`src/rtl/mc_ctrl_pkg.sv`:
```
// Shared definitions for the multicycle main control FSM and the ALU control decoder.
// Build option: MC_CTRL_JUMP_EN adds the j instruction (opcode 000010).
package mc_ctrl_pkg;

  typedef enum logic [3:0] {
    S_FETCH  = 4'd0,
    S_DECODE = 4'd1,
    S_MEMADR = 4'd2,
    S_MEMRD  = 4'd3,
    S_MEMWB  = 4'd4,
    S_MEMWR  = 4'd5,
    S_EXEC   = 4'd6,
    S_RCOMP  = 4'd7,
    S_BRANCH = 4'd8,
    S_JUMP   = 4'd9
  } state_t;

  localparam logic [5:0] OP_RTYPE = 6'b000000;
  localparam logic [5:0] OP_LW    = 6'b100011;
  localparam logic [5:0] OP_SW    = 6'b101011;
  localparam logic [5:0] OP_BEQ   = 6'b000100;
  localparam logic [5:0] OP_J     = 6'b000010;

  localparam logic [1:0] ALUOP_ADD   = 2'b00;
  localparam logic [1:0] ALUOP_SUB   = 2'b01;
  localparam logic [1:0] ALUOP_FUNCT = 2'b10;

  localparam logic [1:0] SRCB_B    = 2'b00;
  localparam logic [1:0] SRCB_FOUR = 2'b01;
  localparam logic [1:0] SRCB_IMM  = 2'b10;
  localparam logic [1:0] SRCB_BOFF = 2'b11;

  localparam logic [1:0] PCSRC_ALU    = 2'b00;
  localparam logic [1:0] PCSRC_ALUOUT = 2'b01;
  localparam logic [1:0] PCSRC_JUMP   = 2'b10;

  typedef struct packed {
    logic       pc_write;
    logic       pc_write_cond;
    logic       iord;
    logic       mem_read;
    logic       mem_write;
    logic       mem_to_reg;
    logic       ir_write;
    logic       reg_dst;
    logic       reg_write;
    logic       alu_src_a;
    logic [1:0] alu_src_b;
    logic [1:0] alu_op;
    logic [1:0] pc_source;
    logic       instr_done;
    logic       illegal_op;
  } ctrl_t;

  // Opcodes this build can execute; anything else is flagged in DECODE.
  function automatic logic op_legal(input logic [5:0] op);
    logic ok;
    ok = (op == OP_LW) || (op == OP_SW) || (op == OP_RTYPE) || (op == OP_BEQ);
`ifdef MC_CTRL_JUMP_EN
    ok = ok || (op == OP_J);
`endif
    return ok;
  endfunction

endpackage

```
`src/rtl/mc_ctrl_outdec.sv`:
```
// Combinational control-output decode from the FSM state (plus mem_ready/opcode where they matter).
// Build option: MC_CTRL_JUMP_EN enables the JUMP state decode; otherwise PCSource never reaches 10.
module mc_ctrl_outdec
  import mc_ctrl_pkg::*;
(
  input  state_t     state,
  input  logic [5:0] opcode,
  input  logic       mem_ready,
  output ctrl_t      ctrl
);

  // Moore decode per state; every field not set below stays 0.
  always_comb begin
    ctrl = '0;
    case (state)
      S_FETCH: begin
        ctrl.mem_read  = 1'b1;
        ctrl.alu_src_b = SRCB_FOUR;
        ctrl.alu_op    = ALUOP_ADD;
        ctrl.pc_source = PCSRC_ALU;
        ctrl.ir_write  = mem_ready;
        ctrl.pc_write  = mem_ready;
      end
      S_DECODE: begin
        ctrl.alu_src_b  = SRCB_BOFF;
        ctrl.alu_op     = ALUOP_ADD;
        ctrl.illegal_op = ~op_legal(opcode);
      end
      S_MEMADR: begin
        ctrl.alu_src_a = 1'b1;
        ctrl.alu_src_b = SRCB_IMM;
        ctrl.alu_op    = ALUOP_ADD;
      end
      S_MEMRD: begin
        ctrl.mem_read = 1'b1;
        ctrl.iord     = 1'b1;
      end
      S_MEMWB: begin
        ctrl.reg_write  = 1'b1;
        ctrl.mem_to_reg = 1'b1;
        ctrl.instr_done = 1'b1;
      end
      S_MEMWR: begin
        ctrl.mem_write  = 1'b1;
        ctrl.iord       = 1'b1;
        ctrl.instr_done = mem_ready;
      end
      S_EXEC: begin
        ctrl.alu_src_a = 1'b1;
        ctrl.alu_src_b = SRCB_B;
        ctrl.alu_op    = ALUOP_FUNCT;
      end
      S_RCOMP: begin
        ctrl.reg_write  = 1'b1;
        ctrl.reg_dst    = 1'b1;
        ctrl.instr_done = 1'b1;
      end
      S_BRANCH: begin
        ctrl.alu_src_a     = 1'b1;
        ctrl.alu_src_b     = SRCB_B;
        ctrl.alu_op        = ALUOP_SUB;
        ctrl.pc_write_cond = 1'b1;
        ctrl.pc_source     = PCSRC_ALUOUT;
        ctrl.instr_done    = 1'b1;
      end
`ifdef MC_CTRL_JUMP_EN
      S_JUMP: begin
        ctrl.pc_write   = 1'b1;
        ctrl.pc_source  = PCSRC_JUMP;
        ctrl.instr_done = 1'b1;
      end
`endif
      default: ctrl = '0;
    endcase
  end

endmodule

```
`src/rtl/mc_main_ctrl.sv`:
```
// Multicycle main control FSM for the MIPS-subset datapath: state register, next-state logic,
// retired-instruction counter. Output decode lives in mc_ctrl_outdec.
// Build option: MC_CTRL_JUMP_EN adds the j instruction via the JUMP state.
//
//  state  | meaning
//  FETCH  | read instruction at PC, PC+4 -> PC when memory completes
//  DECODE | register read, branch target computed into ALUOut
//  MEMADR | effective address for lw/sw
//  MEMRD  | data read for lw, waits on mem_ready
//  MEMWB  | MDR written to rt
//  MEMWR  | data write for sw, waits on mem_ready
//  EXEC   | R-type ALU operation
//  RCOMP  | ALU result written to rd
//  BRANCH | beq compare and conditional PC load
//  JUMP   | j target loaded into PC
module mc_main_ctrl
  import mc_ctrl_pkg::*;
#(
  parameter int CNT_W = 32
) (
  input  logic             clk,
  input  logic             rst_n,
  input  logic [5:0]       opcode,
  input  logic             mem_ready,
  output logic             PCWrite,
  output logic             PCWriteCond,
  output logic             IorD,
  output logic             MemRead,
  output logic             MemWrite,
  output logic             MemtoReg,
  output logic             IRWrite,
  output logic             RegDst,
  output logic             RegWrite,
  output logic             ALUSrcA,
  output logic [1:0]       ALUSrcB,
  output logic [1:0]       ALUop,
  output logic [1:0]       PCSource,
  output logic             instr_done,
  output logic             illegal_op,
  output logic [CNT_W-1:0] retired_cnt
);

  state_t state;
  ctrl_t  ctrl;
  ctrl_t  ctrl_q;

  mc_ctrl_outdec u_outdec (
    .state     (state),
    .opcode    (opcode),
    .mem_ready (mem_ready),
    .ctrl      (ctrl)
  );

  // While reset is asserted every output is held low, even before the reset edge arrives.
  assign ctrl_q = rst_n ? ctrl : '0;

  assign PCWrite     = ctrl_q.pc_write;
  assign PCWriteCond = ctrl_q.pc_write_cond;
  assign IorD        = ctrl_q.iord;
  assign MemRead     = ctrl_q.mem_read;
  assign MemWrite    = ctrl_q.mem_write;
  assign MemtoReg    = ctrl_q.mem_to_reg;
  assign IRWrite     = ctrl_q.ir_write;
  assign RegDst      = ctrl_q.reg_dst;
  assign RegWrite    = ctrl_q.reg_write;
  assign ALUSrcA     = ctrl_q.alu_src_a;
  assign ALUSrcB     = ctrl_q.alu_src_b;
  assign ALUop       = ctrl_q.alu_op;
  assign PCSource    = ctrl_q.pc_source;
  assign instr_done  = ctrl_q.instr_done;
  assign illegal_op  = ctrl_q.illegal_op;

  // State register and next-state logic; unreachable encodings recover to FETCH.
  always_ff @(posedge clk) begin
    if (!rst_n) begin
      state <= S_FETCH;
    end else begin
      case (state)
        S_FETCH:  if (mem_ready) state <= S_DECODE;
        S_DECODE: begin
          case (opcode)
            OP_LW, OP_SW: state <= S_MEMADR;
            OP_RTYPE:     state <= S_EXEC;
            OP_BEQ:       state <= S_BRANCH;
`ifdef MC_CTRL_JUMP_EN
            OP_J:         state <= S_JUMP;
`endif
            default:      state <= S_FETCH;
          endcase
        end
        // IR is stable from DECODE on, so opcode still distinguishes lw from sw here.
        S_MEMADR: state <= (opcode == OP_SW) ? S_MEMWR : S_MEMRD;
        S_MEMRD:  if (mem_ready) state <= S_MEMWB;
        S_MEMWR:  if (mem_ready) state <= S_FETCH;
        S_EXEC:   state <= S_RCOMP;
        default:  state <= S_FETCH;
      endcase
    end
  end

  // Retired-instruction counter, bumped on the edge closing each instr_done cycle.
  always_ff @(posedge clk) begin
    if (!rst_n) begin
      retired_cnt <= '0;
    end else if (ctrl.instr_done) begin
      retired_cnt <= retired_cnt + {{(CNT_W-1){1'b0}}, 1'b1};
    end
  end

endmodule

```
`config.mk`:
```
export PLATFORM = sky130hd
export DESIGN_NAME = mc_main_ctrl
export DESIGN_NICKNAME = d
export VERILOG_FILES = /design/src/rtl/mc_ctrl_pkg.sv /design/src/rtl/mc_ctrl_outdec.sv /design/src/rtl/mc_main_ctrl.sv
export SDC_FILE = /design/constraint.sdc
export NUM_CORES = 1
export LEC_CHECK = 0
export CAP_MARGIN = 30
export CORE_UTILIZATION = 42
export CTS_BUF_LIST = sky130_fd_sc_hd__clkbuf_8 sky130_fd_sc_hd__clkbuf_16
export DETAILED_ROUTE_END_ITERATION = 10
export PLACE_DENSITY = 0.86
export SLEW_MARGIN = 20
export SYNTH_ARGS = -nofsm -noshare
export SYNTH_HDL_FRONTEND = slang
export SYNTH_SLANG_ARGS = --single-unit
export TNS_END_PERCENT = 50
```
`constraint.sdc`:
```
create_clock -name clk -period 1.95 [get_ports clk]
set_input_delay 0.2925 -clock clk [delete_from_list [all_inputs] [get_ports clk]]
set_output_delay 0.2925 -clock clk [all_outputs]
set_load 0.1 [all_outputs]
```
==> results of run 1 <==
==> state kept, by name (all words and copies together), names as in the netlist <==
register     flops
state            4
retired_cnt     32
==> routing by layer <==
layer	share of wire	vias up
met5	0	-
met3	0.049	11
met2	0.52	71
li1	-	1036
met4	0.017	0
met1	0.41	1045
==> repair_timing <==
item                       CTS  global route
buffers inserted             3             0
setup endpoints to repair   18            30
hold endpoints to repair     0             0
gates resized for setup     15            23
pin swaps                   10            11
==> cell families after synthesis <==
| kind of cell | count (synthesis) | synth area share |
|---|---|---|
| AO/OA/AOI/OAI | 33 | 0.101 |
| flip-flops | 36 | 0.374 |
| buffers and inverters | 18 | 0.0421 |
| XOR/XNOR | 24 | 0.109 |
| other | 1 | 0.00194 |
| adder cells (fa/ha/maj) | 1 | 0.00648 |
| AND/OR/NAND/NOR | 129 | 0.361 |
| multiplexers | 1 | 0.00519 |
==> area by class of cell <==
class,count,area [sq um]
multi-input cells,189,1410
fillers,295,1070
repair buffers,90,927
flip-flops and latches,36,792
clock buffers,6,82.6
well taps,52,65.1
inverters,5,22.5
clock inverters,2,7.51
==> how the worst min path moves through the flow <==
| stage | to | slack (ps) |
|---|---|---|
| 3_3_place_gp | retired_cnt[25] | 480 |
| 3_5_place_dp | retired_cnt[31] | 480 |
| 4_1_cts | state[3] | 440 |
| 5_1_grt | state[2] | 440 |
| 6_report | state[2] | 420 |
| 2_1_floorplan | state[3] | 360 |
==> metrics by stage <==
stage,cells,total power (W)
floorplan,243,0.000856
global placement,369,0.000927
detailed placement,369,0.000931
CTS,380,0.00146
global route,380,0.00151
finish,380,0.00145
==> placed cells by master (no fill, tap or decap), types with 4 or more instances in the layout <==
cell type,instances
buf_4,61
nor2_1,27
buf_12,17
dfxtp_2,15
dfxtp_4,14
a21oi_1,13
xnor2_1,13
nand2_1,12
nand3_1,12
xor2_1,11
nand4_1,10
nor3_4,8
o21ai_0,7
dfxtp_1,7
nor2_2,6
or3_1,6
clkbuf_8,6
clkdlybuf4s50_1,5
and4_1,4
and3_1,4
inv_1,4
==> report_power, final <==
group | switching (W) | internal, W
Sequential | 0.000000795 | 0.000717
Clock | 0.000254 | 0.000278
Combinational | 0.000128 | 0.0000728
==> worst min-delay path, delay by kind of cell <==
family / cells / cell delay, ps
AND/OR/NAND/NOR: 2 / 100
AO/OA/AOI/OAI: 1 / 70
buffers and inverters: 2 / 210
==> results.md, run 1 <==
* Pre-CTS worst setup slack at -348 ps
* Crit path launch type: flip-flop
* Die Height at 69.8 um
* Met2 demand-to-capacity share in global routing at 0.390
* Top cells by area in the synthesized netlist: dfxtp_1, nor2_1, xnor2_1
* Count of buffers from port buffering at 57
* Number of buffers created by CTS at 5
* Post-Syn Instances at 243
* Gr ovfl total at 0
* Achievable Freq at 491 MHz
* Largest net degree at the start of global routing at 29
* Outcome: finished with violations
* Number of gates on the worst path with buffers counted at 7
* LEAKAGE at 1.28 nW
* Final hold violations at 0
* Number of violations reported at the end of detailed-routing iteration 0 at 207
* Worst r2r dst: retired_cnt[23]
* R2R depth at 7
* CP Data Arrival Time at 2250 ps
* Final critical-path required period at 2040 ps
* Global-route wire length before repair at 9270 um
* Setup repair after global routing missed its margin: yes
* Violations in the final reports: setup timing
* Io pins at 59
* Crit Path Category: reg2reg
* Post-synthesis net count at 253
* Post-synthesis instance area at 1930 sq um
* Busiest grt layer: met2
* Data required, critical path at 2160 ps
* Latest clock arrival within the worst-skew pair at 290 ps
* Post-DR wirelength/cell at 15.2 um
* Most used standard cells in the synthesized netlist: dfxtp_1, nor2_1, a21oi_1
* Largest delay contributor family on the critical path: simple AND/OR/NAND/NOR gates
* Post-detailed-route via-to-cell ratio at 5.69
* Share of async-settable or async-resettable flops after synthesis at 0
* Fraction of layout instances using a drive strength above 1 at 0.497
* Portion of synthesized cell area occupied by the leading cell type at 0.374
* Startpoint of the worst setup timing path: state[2]
* Routed wire length at 5770 um
* Total via count after detailed routing at 2163
* Destination of the critical timing path: retired_cnt[23]
* Antenna violations before repair at 0
* Pwr dens at 438 nW/um^2
* Fin util at 0.755
* IR Drop Worst-Case VDD at 0.344 mV
* Count of flip-flops with a built-in enable after synthesis at 0
* Worst clock skew at 7.05 ps
* Hold buffer count at cts at 0
* Remaining DRCs at 0
* Final setup violation count at 7
* Final Max Slew Viols at 0
* Cell depth of the worst min-delay path at 5
* Number of global-route vias before repair at 2009
* Source of the worst hold timing path: rst_n
* Initial Utilization at 0.440
* Reg-to-reg critical path startpoint: state[2]
* Classification of the worst-slack hold path: in2reg
* Most instantiated flip-flop cell in the synthesis netlist: dfxtp_1
* Number of H-tree levels at 2
* Count of unique library cells instantiated by Yosys at 39
* Clock transition at the register clock pins on the worst setup and hold paths after CTS at 70 ps
* Drt pass-1 iters at 4
* Setup TNS Final at -300 ps
* Slowest cell on the critical path: or4b_4
* Final antenna-violating net count at 0
* Number of maximum-capacitance violations at 0
* Dpl cell area at 3030 sq um
* Share of the yosys chip area belonging to registers at 0.374
* Clk buf depth at 2
* Number of synthesized register bits at 36
* Met3 usage in global routing at 0.0436
* Layout Nets at 337
* Full die area at 4870 sq um
* Critical path peak fanout at 9
* TritonCTS clock tree: yes
* Count of clock tree sinks at 36
* Width of the die at 69.8 um
* Routability congestion estimate at 0.794
* Detailed placement HPWL at 3900 um
* Slew at the pin with the worst max-slew slack at 509 ps
* GRT Total Usage at 0.232
* Final instance area at 3310 sq um
* Worst path cell trace: or4b_4 > buf_6 > o31ai_4 > nand4_1 > buf_6 > or4b_4 > a21oi_1
* Worst setup EP type: flip-flop
* Number of antenna cells inserted at 0
* Met1 global-route usage at 0.296
* Mean area per synthesized cell at 7.94 sq um
* Floorplan core area at 4380 sq um
* Relative max-transition margin at 0.660
* Least setup slack across all paths after layout at -85.6 ps
* Cell type contributing the most total cell area after synthesis: dfxtp_1
* Hold Worst Slack at 423 ps
* Crit path buf inv count at 2
* Warnings, synthesis at 0
* Number of core rows at 24
* Area delta synth->final at 71.6%
* Delay of the slowest critical-path stage at 540 ps
* Portion of the clock cycle consumed by the worst path in the final layout at 1.04
* Reg-to-reg slack, setup at -90 ps
* Buffer cell driving the clock tree root: clkbuf_8
Note: power is estimated with default switching activity, not from simulation.
==> inputs of run 2 (changes only) <==
--- a/config.mk
+++ b/config.mk
@@ -6,12 +6,13 @@
 export NUM_CORES = 1
 export LEC_CHECK = 0
 export CAP_MARGIN = 30
-export CORE_UTILIZATION = 42
+export CORE_UTILIZATION = 43
 export CTS_BUF_LIST = sky130_fd_sc_hd__clkbuf_8 sky130_fd_sc_hd__clkbuf_16
 export DETAILED_ROUTE_END_ITERATION = 10
 export PLACE_DENSITY = 0.86
 export SLEW_MARGIN = 20
 export SYNTH_ARGS = -nofsm -noshare
 export SYNTH_HDL_FRONTEND = slang
+export SYNTH_HIERARCHICAL = 1
 export SYNTH_SLANG_ARGS = --single-unit
 export TNS_END_PERCENT = 50
==> run 2 against run 1 <==
  * The flow still finishes with violations (setup timing)
  * Final cell count up 7.4%
  * Critical path depth up 1
  * Largest cell class unchanged
  * Setup slack worse by 59 ps
==> results.md, run 2 <==
* Count of unique library cells instantiated by Yosys at 45 (was 39)
* Warnings, synthesis at 6 (was 0)
* Post-synthesis instance area at 2140 sq um (was 1930 sq um)
* Top cells by area in the synthesized netlist: dfxtp_1, and2_1, or4_1 (was dfxtp_1, nor2_1, xnor2_1)
* Io pins at 59 (unchanged)
* Post-detailed-route via-to-cell ratio at 5.65 (was 5.69)
* Highest-count cells in the layout ignoring fill and taps: buf_4, dfxtp_2, nor2_1, and2_1, buf_12 (was buf_4, nor2_1, buf_12, dfxtp_2, dfxtp_4)
* Routability congestion estimate at 0.818 (was 0.794)
* Latest clock arrival within the worst-skew pair at 290 ps (about the same)
* Share of async-settable or async-resettable flops after synthesis at 0 (unchanged)
* Fin util at 0.713 (was 0.755)
* CP Data Arrival Time at 2320 ps (was 2250 ps)
* Number of core rows at 25 (was 24)
* Data required, critical path at 2170 ps (was 2160 ps)
* Drt pass-1 iters at 4 (unchanged)
* Buffer cell driving the clock tree root: clkbuf_8 (unchanged)
* Antenna violations before repair at 0 (unchanged)
* Number of H-tree levels at 2 (unchanged)
* Global-route wire length before repair at 9720 um (was 9270 um)
* Slew at the pin with the worst max-slew slack at 954 ps (was 509 ps)
* Number of fillers in the final layout at 351 (was 295)
* Violations in the final reports: setup timing (unchanged)
* Crit Path Category: reg2reg (unchanged)
* Classification of the worst-slack hold path: reg2reg (was in2reg)
* Mean area per synthesized cell at 8.15 sq um (was 7.94 sq um)
* Final setup violation count at 18 (was 7)
* Pwr dens at 436 nW/um^2 (was 438 nW/um^2)
* Post-DR wirelength/cell at 15.0 um (was 15.2 um)
* Clk buf depth at 2 (unchanged)
* Setup repair after global routing missed its margin: yes (unchanged)
* Setup TNS Final at -1060 ps (was -300 ps)
* Number of buffers created by CTS at 5 (unchanged)
* Gr ovfl total at 0 (unchanged)
* Fraction of layout instances using a drive strength above 1 at 0.469 (was 0.497)
* Most instantiated flip-flop cell in the synthesis netlist: dfxtp_1 (unchanged)
* Area delta synth->final at 58.2% (was 71.6%)
* Final antenna-violating net count at 0 (unchanged)
* Cell type contributing the most total cell area after synthesis: dfxtp_1 (unchanged)
* Total via count after detailed routing at 2306 (was 2163)
* Most used standard cells in the synthesized netlist: dfxtp_1, nor2_1, and2_1 (was dfxtp_1, nor2_1, a21oi_1)
* Crit path launch type: flip-flop (unchanged)
* Relative max-transition margin at 0.369 (was 0.660)
* Critical path peak fanout at 4 (was 9)
* Number of maximum-capacitance violations at 0 (unchanged)
* Worst clock skew at 6.44 ps (was 7.05 ps)
* GRT Total Usage at 0.235 (was 0.232)
* Final critical-path required period at 2090 ps (was 2040 ps)
* Largest net degree at the start of global routing at 32 (was 29)
* Number of global-route vias before repair at 2084 (was 2009)
* Floorplan core area at 4750 sq um (was 4380 sq um)
* Post-Syn Instances at 263 (was 243)
* Outcome: finished with violations (unchanged)
* Worst setup EP type: flip-flop (unchanged)
* Portion of the clock cycle consumed by the worst path in the final layout at 1.07 (was 1.04)
* Cell with the most instances after synthesis: dfxtp_1
* Hold Worst Slack at 484 ps (was 423 ps)
* Initial Utilization at 0.451 (was 0.440)
* Final Max Slew Viols at 0 (unchanged)
* Most common cell after layout, fill and taps aside: buf_4 (unchanged)
* Detailed placement HPWL at 3990 um (was 3900 um)
* Remaining DRCs at 0 (unchanged)
* IR Drop Worst-Case VDD at 0.394 mV (was 0.344 mV)
* Hold buffer count at cts at 0 (unchanged)
* Startpoint of the worst setup timing path: state[2] (unchanged)
* Width of the die at 72.6 um (was 69.8 um)
* Layout Nets at 350 (was 337)
* Count of buffers from port buffering at 57 (unchanged)
* Share of the yosys chip area belonging to registers at 0.336 (was 0.374)
* Number of synthesized register bits at 36 (unchanged)
* Count of flip-flops with a built-in enable after synthesis at 0 (unchanged)
* Clock transition at the register clock pins on the worst setup and hold paths after CTS at 70 ps (about the same)
* TritonCTS clock tree: yes (unchanged)
* Largest register FFs at 32 (unchanged)
* LEAKAGE at 1.35 nW (was 1.28 nW)
* Full die area at 5270 sq um (was 4870 sq um)
* Routed wire length at 6130 um (was 5770 um)
* Reg-to-reg critical path startpoint: state[2] (unchanged)
* Die Height at 72.6 um (was 69.8 um)
* Number of violations reported at the end of detailed-routing iteration 0 at 200 (was 207)
* Post-synthesis net count at 273 (was 253)
* Count of clock tree sinks at 36 (unchanged)
* Source of the worst hold timing path: retired_cnt[29] (was rst_n)
* Largest reg by FF count: retired_cnt (unchanged)
* Number of antenna cells inserted at 0 (unchanged)
* Final hold violations at 0 (unchanged)
* Achievable Freq at 477 MHz (was 491 MHz)
* Least setup slack across all paths after layout at -145 ps (was -85.6 ps)
* Portion of synthesized cell area occupied by the leading cell type at 0.336 (was 0.374)
* Registers with the most flip-flops: retired_cnt: 32 flops, state: 4 flops (unchanged)
run 2: cell types whose count changed after synthesis, moves of 3 or more:
cell | previous run | this run
and2_1 | 1 | 20
nor4b_1 | 5 | 0
or4_1 | 4 | 13
nand4_1 | 10 | 6
nor3_1 | 12 | 7
nor2_1 | 36 | 21
o31ai_1 | 3 | 11
or4b_1 | 3 | 0
or2_2 | 3 | 0
xnor2_1 | 13 | 4
buf_2 | 2 | 6
buf_6 | 0 | 3
run 2: worst paths after layout:
kind,endpoint,slack (ps),cells past startpoint
hold reg to reg,retired_cnt[29],480,2
setup reg to reg,retired_cnt[29],-140,8
setup / recovery,retired_cnt[29],-140,8
hold / removal,retired_cnt[29],480,2
run 2: report_power, final:
group	total (W)	internal, W	switching [W]	leakage, nW
combinational	0.000190	0.0000714	0.000119	0.988
sequential	0.000734	0.000732	0.00000217	0.308
clock	0.000553	0.000282	0.000271	0.0510
total	0.00148	0.00109	0.000392	1.35
run 2: logic make-up (layout without fill, tap and decap cells):
group                    Yosys count  in the layout  share of synthesized area
AO/OA/AOI/OAI                     46             46                      0.132
XOR/XNOR                          15             15                     0.0613
adder cells (fa/ha/maj)            1              1                    0.00583
buffers and inverters             26            102                     0.0683
flip-flops                        36             36                      0.336
multiplexers                       4              4                     0.0193
other                              1              1                    0.00175
AND/OR/NAND/NOR                  134            136                      0.376
run 2: repair_timing:
| item | CTS | global route |
|---|---|---|
| resized for setup | 23 | 27 |
| setup endpoints to repair | 28 | 31 |
| buffers inserted | 4 | 2 |
| pin swaps | 9 | 13 |
| cloned | 2 | 0 |
run 2: metrics by stage:
step	total power, W	cell area [sq um]	std cells	worst slack (ps)
floorplan	0.000864	2240	263	-254
global placement	0.000938	3040	393	-188
detailed placement	0.000940	3040	393	-222
CTS	0.00148	3270	407	-101
global route	0.00154	3390	408	-267
finish	0.00148	3390	408	-145
run 2: layout make-up:
cell class / count / area, sq um / share of cell area
Multi-Input combinational cell: 203 / 1510 / 0.444
Timing Repair Buffer: 89 / 920 / 0.271
Sequential cell: 36 / 771 / 0.227
Tap cell: 67 / 83.8 / 0.0247
Clock buffer: 6 / 82.6 / 0.0243
Inverter: 5 / 18.8 / 0.00553
Clock inverter: 2 / 10.0 / 0.00295
run 2: layer usage:
layer	up-vias	track usage	wire length [um]
met5	-	0	0
met4	0	0.0392	40
met3	8	0.0511	397
met2	75	0.409	3080
met1	1108	0.303	2610
li1	1115	-	-
run 2: worst max-delay path, cell delays in order (launching register included):
cell and delay (ps):
dfxtp_4 360, nand2b_4 140, a211oi_2 210, a311o_1 210, nand4_1 130, buf_4 180, nand4bb_4 220, or4_4 440
a21oi_2 130
